==> config.mk <==
export PLATFORM = sky130hd
export DESIGN_NAME = commit_wb_sink
export DESIGN_NICKNAME = d
export VERILOG_FILES = /design/src/rtl/commit_wb_sink_pkg.sv /design/src/rtl/commit_wb_sink_elastic_buf2.sv /design/src/rtl/commit_wb_sink.sv
export SDC_FILE = /design/constraint.sdc
export NUM_CORES = 1
export LEC_CHECK = 0
export BUFFER_PORTS_ARGS = -buffer_cell sky130_fd_sc_hd__buf_2
export CORE_ASPECT_RATIO = 0.9
export CORE_UTILIZATION = 45
export CTS_BUF_LIST = sky130_fd_sc_hd__clkbuf_4
export DETAILED_ROUTE_END_ITERATION = 10
export PLACE_DENSITY = 0.78
export SYNTH_ARGS = -nofsm -noshare
export SYNTH_HDL_FRONTEND = slang
export SYNTH_SLANG_ARGS = --single-unit
==> constraint.sdc <==
create_clock -name clk -period 10.68 [get_ports clk]
set_input_delay 0.534 -clock clk [delete_from_list [all_inputs] [get_ports clk]]
set_output_delay 0.534 -clock clk [all_outputs]
set_load 0.01 [all_outputs]
==> src/rtl/commit_wb_sink_pkg.sv <==
// Shared types and sizing for the commit writeback sink: the queued commit
// entry, its packed width, and a lane-count helper.
package commit_wb_sink_pkg;

  localparam int NUM_THREADS = 4;
  localparam int XLEN        = 32;
  localparam int NW_BITS     = 2;
  localparam int NR_BITS     = 5;
  localparam int UUID_BITS   = 8;
  localparam int PERF_W      = 44;
  localparam int POP_W       = $clog2(NUM_THREADS + 1);

  typedef struct packed {
    logic [UUID_BITS-1:0]        uuid;
    logic [NW_BITS-1:0]          wid;
    logic [NUM_THREADS-1:0]      tmask;
    logic [XLEN-1:0]             pc;
    logic [NUM_THREADS*XLEN-1:0] data;
    logic [NR_BITS-1:0]          rd;
    logic                        wb;
    logic                        eop;
  } commit_entry_t;

  localparam int COMMIT_ENTRY_W = $bits(commit_entry_t);

  function automatic logic [POP_W-1:0] popcount(input logic [NUM_THREADS-1:0] mask);
    logic [POP_W-1:0] cnt;
    cnt = '0;
    for (int i = 0; i < NUM_THREADS; i++) begin
      cnt += {{(POP_W-1){1'b0}}, mask[i]};
    end
    return cnt;
  endfunction

endpackage

==> src/rtl/commit_wb_sink_elastic_buf2.sv <==
// Generic 2-entry valid/ready queue. The head is visible only from registered
// storage and in_ready is registered, so neither side sees the other combinationally.
module elastic_buf2 #(
  parameter int DATAW = 8
) (
  input  logic             clk,
  input  logic             reset_n,
  input  logic             in_valid,
  input  logic [DATAW-1:0] in_data,
  output logic             in_ready,
  output logic             out_valid,
  output logic [DATAW-1:0] out_data,
  input  logic             out_ready
);

  logic [DATAW-1:0] mem [2];
  logic             wr_ptr;
  logic             rd_ptr;
  logic [1:0]       count;
  logic [1:0]       count_next;
  logic             enq;
  logic             deq;

  assign enq       = in_valid && in_ready;
  assign deq       = out_valid && out_ready;
  assign out_valid = (count != 2'd0);
  assign out_data  = mem[rd_ptr];

  always_comb begin
    count_next = count;
    if (enq && !deq)      count_next = count + 2'd1;
    else if (deq && !enq) count_next = count - 2'd1;
  end

  // NOTE: sequential state uses non-blocking assignments so every register
  // samples the pre-edge values, independent of block ordering.
  always_ff @(posedge clk or negedge reset_n) begin
    if (!reset_n) begin
      count    <= 2'd0;
      wr_ptr   <= 1'b0;
      rd_ptr   <= 1'b0;
      in_ready <= 1'b1;
    end else begin
      count    <= count_next;
      in_ready <= (count_next != 2'd2);
      if (enq) wr_ptr <= ~wr_ptr;
      if (deq) rd_ptr <= ~rd_ptr;
    end
  end

  // NOTE: payload storage is deliberately not reset; count gates every read,
  // so stale contents are never observed and the array maps to plain flops/RAM.
  always_ff @(posedge clk) begin
    if (enq) mem[wr_ptr] <= in_data;
  end

  a_count_max: assert property (@(posedge clk) disable iff (!reset_n) count <= 2'd2);

endmodule

==> src/rtl/commit_wb_sink.sv <==
// Terminates the commit stream: buffers commits, issues GPR writebacks for
// wb=1 entries, pulses retire on end-of-packet and keeps perf counters.
module commit_wb_sink
  import commit_wb_sink_pkg::*;
(
  input  logic                        clk,
  input  logic                        reset_n,
  input  logic                        commit_valid,
  input  logic [UUID_BITS-1:0]        commit_uuid,
  input  logic [NW_BITS-1:0]          commit_wid,
  input  logic [NUM_THREADS-1:0]      commit_tmask,
  input  logic [XLEN-1:0]             commit_PC,
  input  logic [NUM_THREADS*XLEN-1:0] commit_data,
  input  logic [NR_BITS-1:0]          commit_rd,
  input  logic                        commit_wb,
  input  logic                        commit_eop,
  output logic                        commit_ready,
  output logic                        wb_valid,
  output logic [NW_BITS-1:0]          wb_wid,
  output logic [NUM_THREADS-1:0]      wb_tmask,
  output logic [NR_BITS-1:0]          wb_rd,
  output logic [NUM_THREADS*XLEN-1:0] wb_data,
  input  logic                        wb_ready,
  output logic                        retire_valid,
  output logic [NW_BITS-1:0]          retire_wid,
  output logic [PERF_W-1:0]           instr_retired,
  output logic [PERF_W-1:0]           thread_commits
);

  commit_entry_t             in_entry;
  commit_entry_t             head;
  logic [COMMIT_ENTRY_W-1:0] head_flat;
  logic                      head_valid;
  logic                      head_ready;
  logic                      deq;
  logic                      unused_fields;

  assign in_entry = '{uuid: commit_uuid, wid: commit_wid, tmask: commit_tmask,
                      pc: commit_PC, data: commit_data, rd: commit_rd,
                      wb: commit_wb, eop: commit_eop};

  elastic_buf2 #(.DATAW(COMMIT_ENTRY_W)) u_buf (
    .clk       (clk),
    .reset_n   (reset_n),
    .in_valid  (commit_valid),
    .in_data   (in_entry),
    .in_ready  (commit_ready),
    .out_valid (head_valid),
    .out_data  (head_flat),
    .out_ready (head_ready)
  );

  assign head = commit_entry_t'(head_flat);

  // Entries without a writeback drain immediately; wb_ready only matters for wb=1.
  assign head_ready = !head.wb || wb_ready;
  assign deq        = head_valid && head_ready;

  assign wb_valid = head_valid && head.wb;
  assign wb_wid   = head.wid;
  assign wb_tmask = head.tmask;
  assign wb_rd    = head.rd;
  assign wb_data  = head.data;

  // uuid and PC travel with the entry for debug but have no consumer here.
  assign unused_fields = ^{head.uuid, head.pc};

  always_ff @(posedge clk or negedge reset_n) begin
    if (!reset_n) begin
      retire_valid   <= 1'b0;
      retire_wid     <= '0;
      instr_retired  <= '0;
      thread_commits <= '0;
    end else begin
      retire_valid <= deq && head.eop;
      if (deq && head.eop) retire_wid <= head.wid;
      if (deq) begin
        instr_retired  <= instr_retired + {{(PERF_W-1){1'b0}}, head.eop};
        thread_commits <= thread_commits + {{(PERF_W-POP_W){1'b0}}, popcount(head.tmask)};
      end
    end
  end

  a_tmask_nonzero: assert property (@(posedge clk) disable iff (!reset_n)
    commit_valid |-> (commit_tmask != '0));

  a_commit_stable: assert property (@(posedge clk) disable iff (!reset_n)
    (commit_valid && !commit_ready) |=> (commit_valid && $stable(in_entry)));

endmodule
==> summary.log, run 1 <==
qor: status.status finished, final reports clean
qor: setup_path.worst_ep_required 11260 ps
qor: yosys.ys_types 37
qor: setup_path.r2r.worst_path.cells 11
qor: grt.grt_antenna_before_repair 3
qor: yosys.synth_most_common_cell edfxtp_1
qor: route.detail-route-antenna-nets 0
qor: placed_design.place_hpwl 21520 um
qor: timing.period_minus_slack 4452 ps
qor: clocking.cts.reportedPaths.clkPinSlew 70 ps
qor: grt.groute.usage.overall 20.60%
qor: yosys.synth_seq_cells 378
qor: yosys.async_flop_share 25.40%
qor: placed_design.dpl-instance-area 16950 um^2
qor: placed_design.numPlacedInstances 1612
qor: worst_hold_path.min-delay-path-class input port to flip-flop
qor: yosys.synth-edff-count 282
qor: finish.final_layout_size_suffix_gt1_share 46.25%
qor: floorplan.floorplan.die_area 33130 um^2
qor: pwr.p_total 4.541 mW
qor: clocking.ctsRootBufferMaster clkbuf_4
qor: yosys.syn-num-nets 1027
qor: pwr.power_leakage 8.097 nW
qor: setup_path.crit_path_start u_buf.rd_ptr
qor: setup_path.r2r_slack 6230 ps
qor: route.drt_iter0_markers 433
qor: finish.stdcell_area 19660 um^2
qor: setup_path.arrival_time_of_the_worst_setup_path 5030 ps
qor: yosys.synth_largest_type_area_fraction 58.06%
qor: timing.max_freq 0.2246 GHz
qor: finish.n_fill_cell 2355
qor: yosys.dominantRegCellSynth edfxtp_1
qor: route.drt-pass1-iter-count 5
qor: floorplan.rows 62
qor: yosys.yosys-top-cells-area edfxtp_1 58%, dfrtp_1 16%, mux2_2 11%, xnor2_1 3.5%, xor2_1 1.8%
qor: timing.rsz0062_at_grt false
qor: route.vias_per_inst 4.983
qor: yosys.synth.cells.most_frequent 282 x edfxtp_1, 142 x mux2_2, 95 x dfrtp_1, 58 x xnor2_1, 47 x nand2_1
qor: timing.finalSetupTns 0 ps
qor: grt.grt_start_max_net_pins 63
qor: route.drcViolationCount 0
qor: setup_path.crit_path_end_kind flip-flop
qor: timing.setup_viol_count_final 0
qor: grt.grt_first_pass_wirelength 52830 um
qor: clocking.clock_path_buffers 3
qor: clocking.cts_inserted_buffers 96
qor: clocking.cts_tree built
qor: route.num_vias 9592
qor: finish.finish.cell_count_without_fillers 1925
qor: pwr.peakVddDrop 0.1793 mV
qor: timing.finalHoldViolations 0
qor: clocking.clock_latency_late_sink 710 ps
qor: floorplan.ios 417
qor: pwr.p_per_cell_area 231.0 nW/um^2
qor: grt.vias_in_the_first_global_route 10190
qor: timing.slew_headroom 34.93%
qor: yosys.sequential_cell_area_fraction_in_the_yosys_report 74.55%
qor: yosys.syn_area 14580 um^2
qor: timing.maxSlewViolCount 0
qor: clocking.cts_sinks 378
qor: finish.num-nets-final 1628
qor: finish.postLayoutCoreUtil 61.66%
qor: finish.areaGrowthSynthToFinish 34.79%
qor: floorplan.coreArea 31880 um^2
qor: setup_path.worst_setup_path_start_kind flip-flop
qor: floorplan.die_y 172.8 um
qor: timing.max_slew.worst_pin.slew 976.0 ps
qor: route.wire_per_inst 17.75 um
qor: placed_design.globalplace.congestion 0.8367
qor: clocking.post_cts_setup_repair_buffer_count 0
qor: setup_path.timing.setup.critical_path_class flip-flop to flip-flop
qor: floorplan.die_x 191.8 um
qor: timing.final_min_period_over_clock_period 41.69%
qor: flow_run.max_cap_viol_count 0
qor: yosys.netlist_instances 835
qor: floorplan.initial_core_util 45.74%
qor: placed_design.io_buffers 376
qor: clocking.htreeDepth 3
qor: timing.fin_skew 34.64 ps
qor: setup_path.worst_setup_path_endpoint thread_commits[34]
qor: setup_path.worstReg2RegStart u_buf.rd_ptr
qor: setup_path.rr_endpoint thread_commits[34]
qor: route.totalWireLength 34170 um
qor: grt.globalRouteOverflowTotal 0
qor: yosys.synth_area_per_cell 17.47 um^2
qor: yosys.synthesis.yosys.warnings 0
qor: yosys.yosysTopAreaCell edfxtp_1
qor: setup_path.path_max_fanout 43
==> logic make-up (layout without fill, tap and decap cells) <==
kind of cell             Yosys count  after routing  share of synthesized area (%)
flip-flops                       378            378                          74.55
AND/OR/NAND/NOR                  176            176                          6.735
multiplexers                     143            143                          11.07
XOR/XNOR                          88             88                          5.285
buffers and inverters             31            701                          1.004
AO/OA/AOI/OAI                     12             12                         0.6091
adder cells (fa/ha/maj)            7              7                         0.7550
other                              0              4                              0
==> worst max-delay path, cell delays in order, from the launching register on <==
cell and delay (ps):
dfrtp_4 760, buf_4 580, mux2_2 430, fa_1 540, inv_1 60, fa_1 460
inv_1 90, fa_1 250, nand3_1 220, nor4_2 560, nand4_1 190, xnor2_1 160
==> cell type report <==
type                       count  area, um^2  share of cell area (%)
inverter                       9       33.78                  0.1719
antenna                        4       10.01                 0.05092
timing repair buffer         525        3358                   17.08
clock buffer                 142        1066                   5.423
clock inverter                25       215.2                   1.095
sequential                   378       10880                   55.32
multi-input combinational    426        3578                   18.20
tap                          416       520.5                   2.648
==> routing by layer <==
metal,part of all wire [%],track usage [%],vias up,wire (um)
met5,0,0,-,0
met2,51,35.32,374,17390
met4,3.4,9.888,0,1168
li1,-,-,4411,-
met3,6.7,5.886,82,2279
met1,39,23.52,4725,13330
==> placed cells by master, fill, tap and decap left out, types with 3 or more instances in the layout <==
cell type / count
nor4_1: 6
xor2_1: 30
inv_1: 9
nand3_1: 32
xnor2_1: 58
mux2_2: 142
bufinv_16: 4
nor3_1: 9
and4_1: 8
nor2_1: 17
dlygate4sd3_1: 142
buf_4: 8
o21ai_0: 3
and3_1: 15
clkinv_1: 13
fa_1: 3
ha_1: 4
diode_2: 4
nand2_1: 47
a21oi_1: 3
buf_2: 375
nor3_2: 6
dfrtp_1: 94
nand4_1: 21
edfxtp_1: 282
clkbuf_4: 142
nor2b_1: 3
clkinv_2: 5
==> worst min path at each step <==
stage                    from  cells past startpoint  slack, ps               end
2_1_floorplan         reset_n                      0        240  instr_retired[0]
3_3_place_gp   u_buf.count[0]                      1        430    u_buf.in_ready
3_5_place_dp   u_buf.count[0]                      1        430    u_buf.in_ready
4_1_cts          commit_valid                      4         70    u_buf.in_ready
5_1_grt          commit_valid                      4        130    u_buf.in_ready
6_report         commit_valid                      4        180    u_buf.in_ready
==> what timing repair did <==
item | CTS | global route
resized for setup | 0 | 0
hold endpoints to repair | 325 | 0
hold buffers | 142 | 0
endpoints found under the setup margin | 0 | 0
==> power breakdown <==
part           total, mW  internal [mW]  switching [mW]
combinational       1.26          0.558           0.701
clock               1.27          0.704           0.570
sequential          2.01           1.89           0.115
==> registers in the layout, summed over array words and instances (netlist names) <==
register	flops
instr_retired	44
retire_valid	1
retire_wid	2
thread_commits	44
u_buf.count	2
u_buf.in_ready	1
u_buf.mem	282
u_buf.rd_ptr	1
u_buf.wr_ptr	1
==> per-stage QoR <==
step / setup slack [ps] / hold WS, ps
after global routing: 5898 / 129.9
final: 6228 / 179.4
after floorplan: 3451 / 238.4
after CTS: 6175 / 66.17
after global placement: 6256 / 429.5
after detailed placement: 6198 / 426.7
Note: power is estimated with default switching activity, not from simulation.
==> run 2: changes to the inputs <==
Settings changed: PLACE_DENSITY 0.78 to 0.8.
Clock period 10.68 ns to 3.95 ns, I/O delays scaled along.
==> run 2 against run 1 <==
  * Final area up 0.28%
  * Sequential share of layout area decreased by 0.15 points
  * Register-to-register slack got worse by 5800 ps
  * Clock skew is 18 ps higher
  * Critical path depth is 1 lower
  * Worst setup slack worse by 5800 ps
  * Largest cell class unchanged
==> summary.log, run 2 (same netlist as run 1, synthesis figures left out) <==
qor: finish.multiInputGateArea 3578 um^2 [unchanged]
qor: pwr.power_frac_seq 43.5% [-0.7 points]
qor: placed_design.globalplace.congestion 0.8241 [-1.5%]
qor: setup_path.worstReg2RegStart u_buf.rd_ptr
qor: floorplan.die_x 191.8 um [unchanged]
qor: setup_path.cp.depth 10 [-1]
qor: timing.maxSlewViolCount 0 [unchanged]
qor: pwr.power_leakage 8.116 nW [+0.23%]
qor: worst_hold_path.hold_path_startpoint wb_ready
qor: finish.finish.cell_count_without_fillers 1933 [+0.42%]
qor: clocking.htreeDepth 3 [unchanged]
qor: setup_path.critical_path.max_stage_delay 600 ps [-160 ps]
qor: route.wire_per_inst 17.65 um [-0.55%]
qor: timing.setup_viol_count_final 0 [unchanged]
qor: setup_path.crit_path_start u_buf.rd_ptr
qor: pwr.p_total 12.31 mW [+170%]
qor: route.detail-route-antenna-nets 0 [unchanged]
qor: setup_path.slowest_stage nor4_2
qor: worst_hold_path.min-delay-path-class input port to flip-flop
qor: grt.grt_first_pass_wirelength 52520 um [-0.58%]
qor: route.drcViolationCount 0 [unchanged]
qor: finish.largest_reg_flops 282 [unchanged]
qor: timing.rsz0062_at_grt false
qor: timing.max_freq 0.2872 GHz [+28%]
qor: finish.num-nets-final 1630 [+0.12%]
qor: timing.holdWs 163.4 ps [-16.09 ps]
qor: setup_path.cpLargestDelayFamily adder cells
qor: clocking.cts_sinks 378 [unchanged]
qor: floorplan.coreArea 31880 um^2 [unchanged]
qor: pwr.intPower 8.530 mW [+170%]
qor: grt.grt_antenna_before_repair 3 [unchanged]
qor: floorplan.floorplan.die_area 33130 um^2 [unchanged]
qor: clocking.ctsResizeCount 0 [unchanged]
qor: pwr.peakVddDrop 0.4793 mV [+170%]
qor: setup_path.path_max_fanout 5 [-88%]
qor: setup_path.timing.setup.critical_path_class flip-flop to flip-flop
qor: timing.fin_skew 52.20 ps [+17.55 ps]
qor: status.status finished, final reports clean
qor: flow_run.max_cap_viol_count 0 [unchanged]
qor: grt.vias_in_the_first_global_route 10060 [-1.3%]
qor: finish.mostFrequentLayoutCells 375 x buf_2, 282 x edfxtp_1, 145 x clkbuf_4
qor: route.totalWireLength 34130 um [-0.13%]
qor: finish.layout.cells.most_common buf_2
qor: grt.globalRouteOverflowTotal 0 [unchanged]
qor: setup_path.worst_ep_required 4510 ps [-6750 ps]
qor: clocking.cts_tree built
qor: finish.n_fill_cell 2325 [-1.3%]
qor: timing.finalHoldViolations 0 [unchanged]
qor: setup_path.cpMostUsedCell fa_1
qor: setup_path.crit_path_end_kind flip-flop
qor: setup_path.cp_cell_sequence mux2_2 > fa_1 > inv_1 > fa_1 > inv_1 > fa_1 > nand3_1 > nor4_2 > nand4_1 > xnor2_1
qor: route.drt-pass1-iter-count 6 [+1]
qor: grt.groute.usage.overall 20.48% [-0.12 points]
qor: pwr.p_per_cell_area 624.6 nW/um^2 [+170%]
qor: route.drt_iter0_markers 408 [-5.8%]
qor: finish.final_layout_size_suffix_gt1_share 45.90% [-0.34 points]
qor: clocking.clock_latency_late_sink 720 ps [about the same]
qor: timing.final_min_period_over_clock_period 88.16% [+46 points]
qor: finish.max_flop_register u_buf.mem
qor: clocking.ctsRootBufferMaster clkbuf_4
qor: finish.areaGrowthSynthToFinish 35.17%
qor: setup_path.worst_setup_path_start_kind flip-flop
qor: clocking.clock_path_buffers 3 [unchanged]
qor: setup_path.crit_buf_inv 2 [-1]
qor: finish.largest_registers u_buf.mem: 282 flops, instr_retired: 44 flops, thread_commits: 44 flops
qor: clocking.cts.reportedPaths.clkPinSlew 70 ps [about the same]
qor: timing.max_slew.worst_pin.slew 946.0 ps [-30.03 ps]
qor: placed_design.place_hpwl 21050 um [-2.2%]
qor: route.vias_per_inst 4.933 [-1.0%]
qor: pwr.p_clk_share 27.9% [-0.2 points]
qor: pwr.switchingPower 3.782 mW [+170%]
qor: setup_path.arrival_time_of_the_worst_setup_path 4050 ps [-980 ps]
qor: pwr.power.switching_fraction 30.72% [+0.20 points]
qor: clocking.post_cts_setup_repair_buffer_count 0 [unchanged]
qor: route.num_vias 9536 [-0.58%]
qor: floorplan.die_y 172.8 um [unchanged]
qor: worst_hold_path.min_path_cells 6 [+2]
qor: placed_design.numPlacedInstances 1613 [+0.062%]
qor: timing.setup_ws 467.7 ps [-5760 ps]
qor: placed_design.dpl_ws 495.4 ps [-5703 ps]
qor: floorplan.ios 417 [unchanged]
qor: setup_path.r2r.worst_path.cells 10 [-1]
qor: floorplan.rows 62 [unchanged]
qor: finish.seq_area 10880 um^2 [unchanged]
qor: floorplan.initial_core_util 45.74% [unchanged]
qor: pwr.power.combinational.fraction 28.6% [+0.9 points]
qor: clocking.cts_inserted_buffers 96 [unchanged]
qor: timing.slew_headroom 36.93% [+2.0 points]
qor: placed_design.io_buffers 376 [unchanged]
qor: timing.finalSetupTns 0 ps [unchanged]
qor: timing.period_minus_slack 3482 ps [-970.1 ps]
qor: grt.grt_start_max_net_pins 139 [+120%]
## run 2: changes by cell type in the layout (fill, tap and decap cells not counted), sizes merged
cell and delta:
buf +1, bufinv -1, clkbuf +3, clkinv +6, diode -1, dlygate4sd3 +1
inv -1
## run 2: final timing paths
path / slack (ps) / to
worst max-delay path: 470 / thread_commits[34]
worst min-delay path: 160 / thread_commits[1]
worst max register to register: 470 / thread_commits[34]
worst min register to register: 450 / u_buf.in_ready
max in group asynchronous: 2820 / thread_commits[34]
min in group asynchronous: 230 / instr_retired[11]
## run 2: timing repair
| item | CTS | global route |
|---|---|---|
| endpoints found under the hold margin | 357 | 0 |
| setup endpoints to repair | 0 | 0 |
| hold buffers | 143 | 0 |
## run 2: area by class of cell
cell class	count	area share [%]
multi-input combinational	426	18.15
clock inverter	29	0.9902
timing repair buffer	527	17.32
antenna	3	0.03808
clock buffer	145	5.522
tap	416	2.640
sequential	378	55.17
inverter	9	0.1714
## run 2: power by group through the flow
stage | logic, mW | clock network, mW | registers, mW
3_3_place_gp | 3.37 | 0 | 5.37
5_1_grt | 3.77 | 3.72 | 5.43
6_report | 3.52 | 3.43 | 5.36
2_1_floorplan | 2.08 | 0 | 5.43
3_5_place_dp | 3.40 | 0 | 5.43
4_1_cts | 3.53 | 3.50 | 5.35
## run 2: metrics by stage
step / util [%] / instance area (um^2)
after floorplan: - / 14590
after global placement: 53.29 / 16990
after detailed placement: 53.29 / 16990
after CTS: 61.80 / 19710
after global routing: 61.83 / 19710
final: 61.83 / 19710
## run 2: tightest hold or removal path: cells and delay by family
family | cells | cell delay [ps]
compound gates | 1 | 140
simple gates | 2 | 120
buf+inv | 3 | 370
## run 2: layer usage
| layer | GRT usage (%) | part of all wire, % | up-vias |
|---|---|---|---|
| met4 | 11.31 | 4.2 | 0 |
| li1 | - | - | 4414 |
| met2 | 34.33 | 51 | 361 |
| met1 | 23.66 | 39 | 4669 |
| met5 | 0 | 0 | - |
| met3 | 5.602 | 6.3 | 92 |
